### config.mk
export PLATFORM = sky130hd
export DESIGN_NAME = spi_master_flat
export DESIGN_NICKNAME = d
export VERILOG_FILES = /design/src/rtl/spi_master_if.sv /design/src/rtl/spi_master.sv /design/src/flat_wrapper.sv
export SDC_FILE = /design/constraint.sdc
export NUM_CORES = 1
export LEC_CHECK = 0
export CAP_MARGIN = 10
export CORE_UTILIZATION = 50
export DETAILED_ROUTE_END_ITERATION = 6
export PLACE_DENSITY = 0.76
export SLEW_MARGIN = 20
export SYNTH_ARGS = -nofsm -noshare
export SYNTH_HDL_FRONTEND = slang
export SYNTH_SLANG_ARGS = --single-unit
### constraint.sdc
create_clock -name clk -period 3.35 [get_ports clk]
set_input_delay 0.5025 -clock clk [delete_from_list [all_inputs] [get_ports clk]]
set_output_delay 0.5025 -clock clk [all_outputs]
set_load 0.03 [all_outputs]
### src/rtl/spi_master_if.sv
// spi_master_if
// Bundles the byte-request handshake and the serial outputs of spi_master.
//   newd : request to send one byte (producer -> master)
//   din  : byte to send, captured when the request is accepted
//   sclk : serial clock, idle low
//   mosi : serial data, MSB first
//   cs   : chip select, active low
//   busy : frame in progress (accept edge until return to idle)
//   done : one-clock pulse at frame completion
// The master modport is used by spi_master; the slave modport is the
// producer/observer side.
`timescale 1ns/1ps

interface spi_master_if;
    logic       newd;
    logic [7:0] din;
    logic       sclk;
    logic       mosi;
    logic       cs;
    logic       busy;
    logic       done;

    modport master (
        input  newd,
        input  din,
        output sclk,
        output mosi,
        output cs,
        output busy,
        output done
    );

    modport slave (
        output newd,
        output din,
        input  sclk,
        input  mosi,
        input  cs,
        input  busy,
        input  done
    );
endinterface

### src/rtl/spi_master.sv
// spi_master
// Serialises one byte per request into a framed SPI transfer for the
// downstream slave stage: one lead-in sclk period with cs low, eight data
// periods (MSB first), and one trailing period that lets the slave finish.
// Ports:
//   clk : system clock, all state updates on its rising edge
//   rst : asynchronous active-high reset
//   bus : spi_master_if.master (newd/din in; sclk/mosi/cs/busy/done out)
// Parameter:
//   CLK_DIV : system clocks per sclk half-period (1..255)
`timescale 1ns/1ps

module spi_master #(
    parameter int CLK_DIV = 4
) (
    input  logic         clk,
    input  logic         rst,
    spi_master_if.master bus
);

    localparam int CNT_W = $clog2(CLK_DIV + 1);
    localparam logic [CNT_W-1:0] CNT_LAST = CNT_W'(CLK_DIV - 1);

    typedef enum logic [2:0] {
        IDLE,
        LEAD,
        XFER,
        TRAIL,
        GAP
    } state_t;

    state_t           state, state_d;
    logic [CNT_W-1:0] cnt, cnt_d;
    logic [3:0]       period, period_d;
    logic [7:0]       shreg, shreg_d;
    logic             sclk_q, sclk_d;
    logic             mosi_q, mosi_d;
    logic             cs_q, cs_d;
    logic             busy_q, busy_d;
    logic             done_q, done_d;
    logic             half_end;

    assign bus.sclk = sclk_q;
    assign bus.mosi = mosi_q;
    assign bus.cs   = cs_q;
    assign bus.busy = busy_q;
    assign bus.done = done_q;

    assign half_end = (cnt == CNT_LAST);

    // State register and every output flop. Reset puts the bus in its idle
    // shape immediately, which also abandons any partial frame without a
    // done pulse.
    always_ff @(posedge clk or posedge rst) begin
        if (rst) begin
            state  <= IDLE;
            cnt    <= '0;
            period <= '0;
            shreg  <= '0;
            sclk_q <= 1'b0;
            mosi_q <= 1'b0;
            cs_q   <= 1'b1;
            busy_q <= 1'b0;
            done_q <= 1'b0;
        end else begin
            state  <= state_d;
            cnt    <= cnt_d;
            period <= period_d;
            shreg  <= shreg_d;
            sclk_q <= sclk_d;
            mosi_q <= mosi_d;
            cs_q   <= cs_d;
            busy_q <= busy_d;
            done_q <= done_d;
        end
    end

    // Next-state and next-output logic. Every phase is timed by the same
    // half-period counter, which restarts whenever a phase boundary or an
    // sclk toggle is reached. Period 1 and period 10 carry mosi=0 so the
    // slave sees one framing period before and after the data bits.
    always_comb begin
        state_d  = state;
        cnt_d    = cnt;
        period_d = period;
        shreg_d  = shreg;
        sclk_d   = sclk_q;
        mosi_d   = mosi_q;
        cs_d     = cs_q;
        busy_d   = busy_q;
        done_d   = 1'b0;

        case (state)
            IDLE: begin
                cs_d   = 1'b1;
                sclk_d = 1'b0;
                busy_d = 1'b0;
                cnt_d  = '0;
                if (bus.newd) begin
                    shreg_d = bus.din;
                    cs_d    = 1'b0;
                    busy_d  = 1'b1;
                    mosi_d  = 1'b0;
                    state_d = LEAD;
                end
            end

            LEAD: begin
                mosi_d = 1'b0;
                if (half_end) begin
                    cnt_d    = '0;
                    sclk_d   = 1'b1;
                    period_d = 4'd1;
                    state_d  = XFER;
                end else begin
                    cnt_d = cnt + 1'b1;
                end
            end

            XFER: begin
                if (half_end) begin
                    cnt_d = '0;
                    if (sclk_q) begin
                        sclk_d = 1'b0;
                        if (period == 4'd10) begin
                            state_d = TRAIL;
                        end
                    end else if (period != 4'd10) begin
                        // Rising edge opens the next period; periods 2..9
                        // carry the data bits straight out of the shifter.
                        sclk_d   = 1'b1;
                        period_d = period + 4'd1;
                        if (period <= 4'd8) begin
                            mosi_d  = shreg[7];
                            shreg_d = {shreg[6:0], 1'b0};
                        end else begin
                            mosi_d = 1'b0;
                        end
                    end
                end else begin
                    cnt_d = cnt + 1'b1;
                end
            end

            TRAIL: begin
                if (half_end) begin
                    cnt_d   = '0;
                    cs_d    = 1'b1;
                    done_d  = 1'b1;
                    state_d = GAP;
                end else begin
                    cnt_d = cnt + 1'b1;
                end
            end

            GAP: begin
                if (half_end) begin
                    cnt_d    = '0;
                    busy_d   = 1'b0;
                    period_d = '0;
                    state_d  = IDLE;
                end else begin
                    cnt_d = cnt + 1'b1;
                end
            end

            default: begin
                state_d = IDLE;
            end
        endcase
    end

endmodule
### src/flat_wrapper.sv
// flat-port wrapper written by rule: the top's interface ports become plain ports
module spi_master_flat 
#(
    parameter int CLK_DIV = 4
)
  (clk, rst, bus_newd, bus_din, bus_sclk, bus_mosi, bus_cs, bus_busy, bus_done);
  spi_master_if bus_i ();
  input  logic clk;
  input  logic rst;
  input wire logic [$bits(bus_i.newd)-1:0] bus_newd;
  input wire logic [$bits(bus_i.din)-1:0] bus_din;
  output wire logic [$bits(bus_i.sclk)-1:0] bus_sclk;
  output wire logic [$bits(bus_i.mosi)-1:0] bus_mosi;
  output wire logic [$bits(bus_i.cs)-1:0] bus_cs;
  output wire logic [$bits(bus_i.busy)-1:0] bus_busy;
  output wire logic [$bits(bus_i.done)-1:0] bus_done;
  assign bus_i.newd = bus_newd;
  assign bus_i.din = bus_din;
  assign bus_sclk = bus_i.sclk;
  assign bus_mosi = bus_i.mosi;
  assign bus_cs = bus_i.cs;
  assign bus_busy = bus_i.busy;
  assign bus_done = bus_i.done;
  spi_master #(.CLK_DIV(CLK_DIV)) u_core (.clk(clk), .rst(rst), .bus(bus_i));
endmodule
Yosys cells after proc, flatten, opt, wreduce, memory -nomap -nowiden
Index checks and enable logic that the tools add are counted.
Storage, ports and cells
  bits of input ports: 11
  register bits after elaboration: 23
Cells by class
  eq/ne operators: 17
  $add $sub $neg: 2
  multiplexer cells: 40
  $lt $le $gt $ge: 1
  reduce and logical (&&, ||, !) cells: 15
Operator list (count)
  $mux 8: 5
  $mux 3: 8
  $mux 4: 5
  $ne 2x1->1 const B: 8
  $pmux 8 s2: 1
  $pmux 3 s5: 1
  $mux 1: 14
  $pmux 4 s3: 1
  $reduce_and 6->1: 2
  $eq 3x2->1 const B: 3
  $reduce_bool 2->1: 4
  $reduce_and 7->1: 1
  $pmux 1 s3: 2
  $pmux 3 s2: 1
  $reduce_bool 3->1: 2
  $reduce_and 5->1: 1
  $add 4x1->4 const B: 1
  $eq 4x4->1 const B: 1
  $le 4x4->1 const B: 1
  $ne 2x2->1 const B: 2
  $ne 4x4->1 const B: 1
  $pmux 1 s2: 2
  $reduce_and 2->1: 2
  $reduce_or 4->1: 1
  other kinds (5): 5

Logic depth before layout (Yosys ltp)
  depth in word-level cells: 6
  mapped depth: 6
  gate-level depth less buffers: 6

Worst setup path before layout
No wires, ideal clock.
  kind: reg-to-reg
  from: register u_core.period[0]
  to: register u_core.shreg[1]
  slack: 1.600 ns
  stages on the path, launching flop included: 7
  arrival time: 1.625 ns
  required time: 3.225 ns
  clock period less this slack: 1.750 ns
  path buffers: 0
  path through: dfrtp_1 -> inv_1 -> ha_1 -> nand2b_4 -> a2111oi_4 -> a22oi_4 -> mux2_4
On the way
  longest elaborated chain between the ends: 3
Ends and longest elaborated chain
  start, declared: RTL line spi_master.sv:34  | logic [3:0] period, period_d;
  start signal, assigned: RTL line spi_master.sv:68  | period <= period_d;
  $le 4x4->1 / $ne 4x4->1 (equally long branches): RTL line spi_master.sv:133, spi_master.sv:128
  $ne 2x1->1 (no source line)
  $reduce_and 6->1 (no source line) *
  end signal, assigned: RTL line spi_master.sv:69  | shreg <= shreg_d;
  end, declared: RTL line spi_master.sv:35  | logic [7:0] shreg, shreg_d;
Every way passes the cells marked *; elsewhere a longest branch is shown, timed or not.
A chain may end at the register's enable or synchronous reset.

Worst setup path after layout
  from: register u_core.sclk_q, in the netlist u_core.bus.sclk
  to: output port bus_sclk
RTL lines
  start, declared: RTL line spi_master.sv:36  | logic sclk_q, sclk_d;
  start signal, assigned: RTL line spi_master.sv:70  | sclk_q <= sclk_d;
  end, declared: RTL line flat_wrapper.sv:12  | output wire logic [$bits(bus_i.sclk)-1:0] bus_sclk;
No word-level cell between the ends.

==> results.md <==
- Worst path top cell family by delay: buffers and inverters
- Seq cells post-synth: 23
- Placed cells: 174
- Post-synthesis sequential area ratio: 41.95%
- Worst hold slack: 0.5134 ns
- Non-filler cells, final: 178
- Starting density of the core: 54.03%
- Vias in the first global route: 974
- Area contributors post-synth: dfrtp_1 40%, mux2_4 7.6%, nand2_1 6.6%
- CTS hold repair buffers: 0
- Layout net count: 164
- DIE AREA: 2964 µm²
- # IOs: 16
- CTS Buffer Depth: 2
- DR DRC count: 0
- Share of layout cells above drive strength 1: 14.86%
- GRT Overall Usage: 22.51%
- Worst-margin pin slew: 0.8702 ns
- Slowest cell delay on critical path: 0.73 ns
- Setup crit start kind: register
- Power density cells: 278.5 nW/µm²
- IO buf count: 15
- Fill count: 222
- Setup TNS: 0 ns
- Primary FF master, synth: dfrtp_1
- Hold Crit Depth: 1
- Util after Layout: 60.82%
- Placed inst area: 1521 µm²
- Count of pins over their slew limit: 0
- Worst hold-check path type: reg -> reg
- Worst Reg-to-Reg Cells: 6
- Worst skew pair latency: 0.32 ns
- # Post-CTS Setup Buffers: 0
- DRT antenna net count: 0
- Global placer's final weighted congestion: 0.7269
- RSZ-0062 raised after global routing: false
- Final Worst Setup Slack: 1.266 ns
- Fmax: 479.9 MHz
- Row Count: 18
- Vert. Die Dim: 54.44 µm
- Post-DP HPWL: 1944 µm
- Mapped Area: 1375 µm²
- Worst VDD drop: 222.8 µV
- Pre-CTS setup slack: 1.017 ns
- Avg Cell Area, Syn: 10.04 µm²
- CTS tree: done
- GR Overflow Total: 0
- Pre-Repair DR Iteration Count: 4
- Tcrit/Tclk final: 62.20%
- H-tree depth: 1
- Post-cts resize count: 0
- Max cap viols: 0
- R2R Path End: u_core.shreg[1]
- R2r startpoint: u_core.period[0]
- Endpoints failing setup: 0
- CTS Buf Count: 3
- Outcome: complete, no violations
- Number of antenna violations at the first check in global routing: 0
- Max FO, Critical Path: 7
- Synth top cells by count: 24 x nand2_1, 22 x dfrtp_1, 7 x a21oi_1, 7 x inv_1, 7 x mux2_4
- Hold wc startpoint: u_core.shreg[0]
- Root buf cell: clkbuf_4
- ANT cells: 0
- Final Cell Area: 1548 µm²
- Final Hold Fails: 0
- Largest net degree at the start of global routing: 24
- Worst EP arrival: 1.58 ns
- WP buf/inv: 1
- Routed vias: 1,056
- Crit path cell chain: clkdlybuf4s50_1
- Critical path's slowest cell: clkdlybuf4s50_1
- CP endpoint kind: output port
- WP data required: 2.85 ns
- Num Clock Sinks: 23
- First-pass GRT wire length: 4636 µm
- Cells after Synth: 137
- Number of DRC markers in iteration 0: 12
- Post-synth top area share: 40.04%
- Vias per inst: 5.933
- Post-synth cell types: 46
- Core area: 2545 µm²
- Worst Skew: 0.0009080 ns
- Detailed-route wire length per cell: 15.88 µm
- Hold Path Sink: u_core.shreg[0]
- Clock-pin slew on the worst setup and hold paths: 0.13 ns
- Synth Net Count: 152
- Fin crit period: 2.084 ns
- Register-to-register setup slack: 1.36 ns
- Leakage: 0.7436 nW
- Die W: 54.44 µm
- Total wire length: 2826 µm
- Area growth, synth to finish: 12.56%
- Synth area leader: dfrtp_1
- Number of synthesized flops with an enable pin: 0
- Cell with the most instances after synthesis: nand2_1
- Total design power: 0.4310 mW
- Ys Warns: 0
- Worst slew margin: 41.92%
- Async SR Flop Fraction: 100.0%
- Kind of critical path: reg -> out
-- registers in the layout (all words and copies together) (netlist names) --
| register | cells |
|---|---|
| u_core.cnt | 3 |
| u_core.bus.cs | 1 |
| u_core.bus.mosi | 1 |
| u_core.shreg | 8 |
| u_core.bus.sclk | 1 |
| u_core.state | 3 |
| u_core.bus.done | 1 |
| u_core.period | 4 |
| u_core.bus.busy | 1 |
-- kinds of logic (layout without fill, tap and decap cells) --
group	count (synthesis)	count (layout)	share of synthesized area [%]
DFF	23	23	41.95
adders and majority gates	4	4	3.640
buffers and inverters	16	27	5.460
AOI/OAI and AO/OA	31	31	18.11
and+or+nand+nor	53	53	21.20
muxes	8	8	8.371
xor gates and xnor gates	2	2	1.274
-- how the worst max path moves through the flow --
| stage | depth (start not counted) | slack [ns] | endpoint | from |
|---|---|---|---|---|
| 2_1_floorplan | 6 | 1.60 | u_core.shreg[1] | u_core.period[0] |
| 3_3_place_gp | 5 | 1.06 | u_core.shreg[1] | bus_newd |
| 4_1_cts | 1 | 1.27 | bus_sclk | u_core.bus.sclk |
| 3_5_place_dp | 5 | 1.02 | u_core.shreg[1] | bus_newd |
| 5_1_grt | 1 | 1.22 | bus_sclk | u_core.bus.sclk |
| 6_report | 1 | 1.27 | bus_sclk | u_core.bus.sclk |
-- power by group --
| group | total (mW) | internal, mW | leakage, nW | switching [mW] |
|---|---|---|---|---|
| Combinational | 0.0182 | 0.0103 | 0.430 | 0.00795 |
| Clock | 0.135 | 0.0467 | 0.0150 | 0.0884 |
| Sequential | 0.278 | 0.278 | 0.298 | 0 |
-- layout by cell type (no fill, tap or decap), types with 2 or more instances in the layout --
cell	count
nand2b_4	2
nand2_1	24
dfrtp_1	22
mux2_4	7
a21oi_1	7
ha_1	4
a32o_1	2
o21bai_1	2
o221ai_1	2
o21ai_0	3
clkdlybuf4s50_1	15
nand3_1	2
nor2_1	6
nor4_1	3
o21ai_1	3
nor3b_1	3
inv_1	7
nand4_1	3
clkbuf_4	3
-- final cells by class --
type | instances | area (µm²) | area share, %
clock buffer | 4 | 26.28 | 1.698
inverter | 7 | 26.28 | 1.698
multi-input combinational | 98 | 723.2 | 46.73
sequential | 23 | 576.8 | 37.27
tap | 30 | 37.54 | 2.425
timing repair buffer | 16 | 157.7 | 10.19
-- routing by layer --
metal / part of all wire [%] / GRT usage [%] / up-vias
li1: - / - / 505
met1: 47 / 30.73 / 520
met2: 48 / 34.76 / 24
met3: 3.4 / 3.889 / 7
met4: 1.9 / 9.829 / 0
met5: 0 / 0 / -
Power figures use the tool's default switching activity.
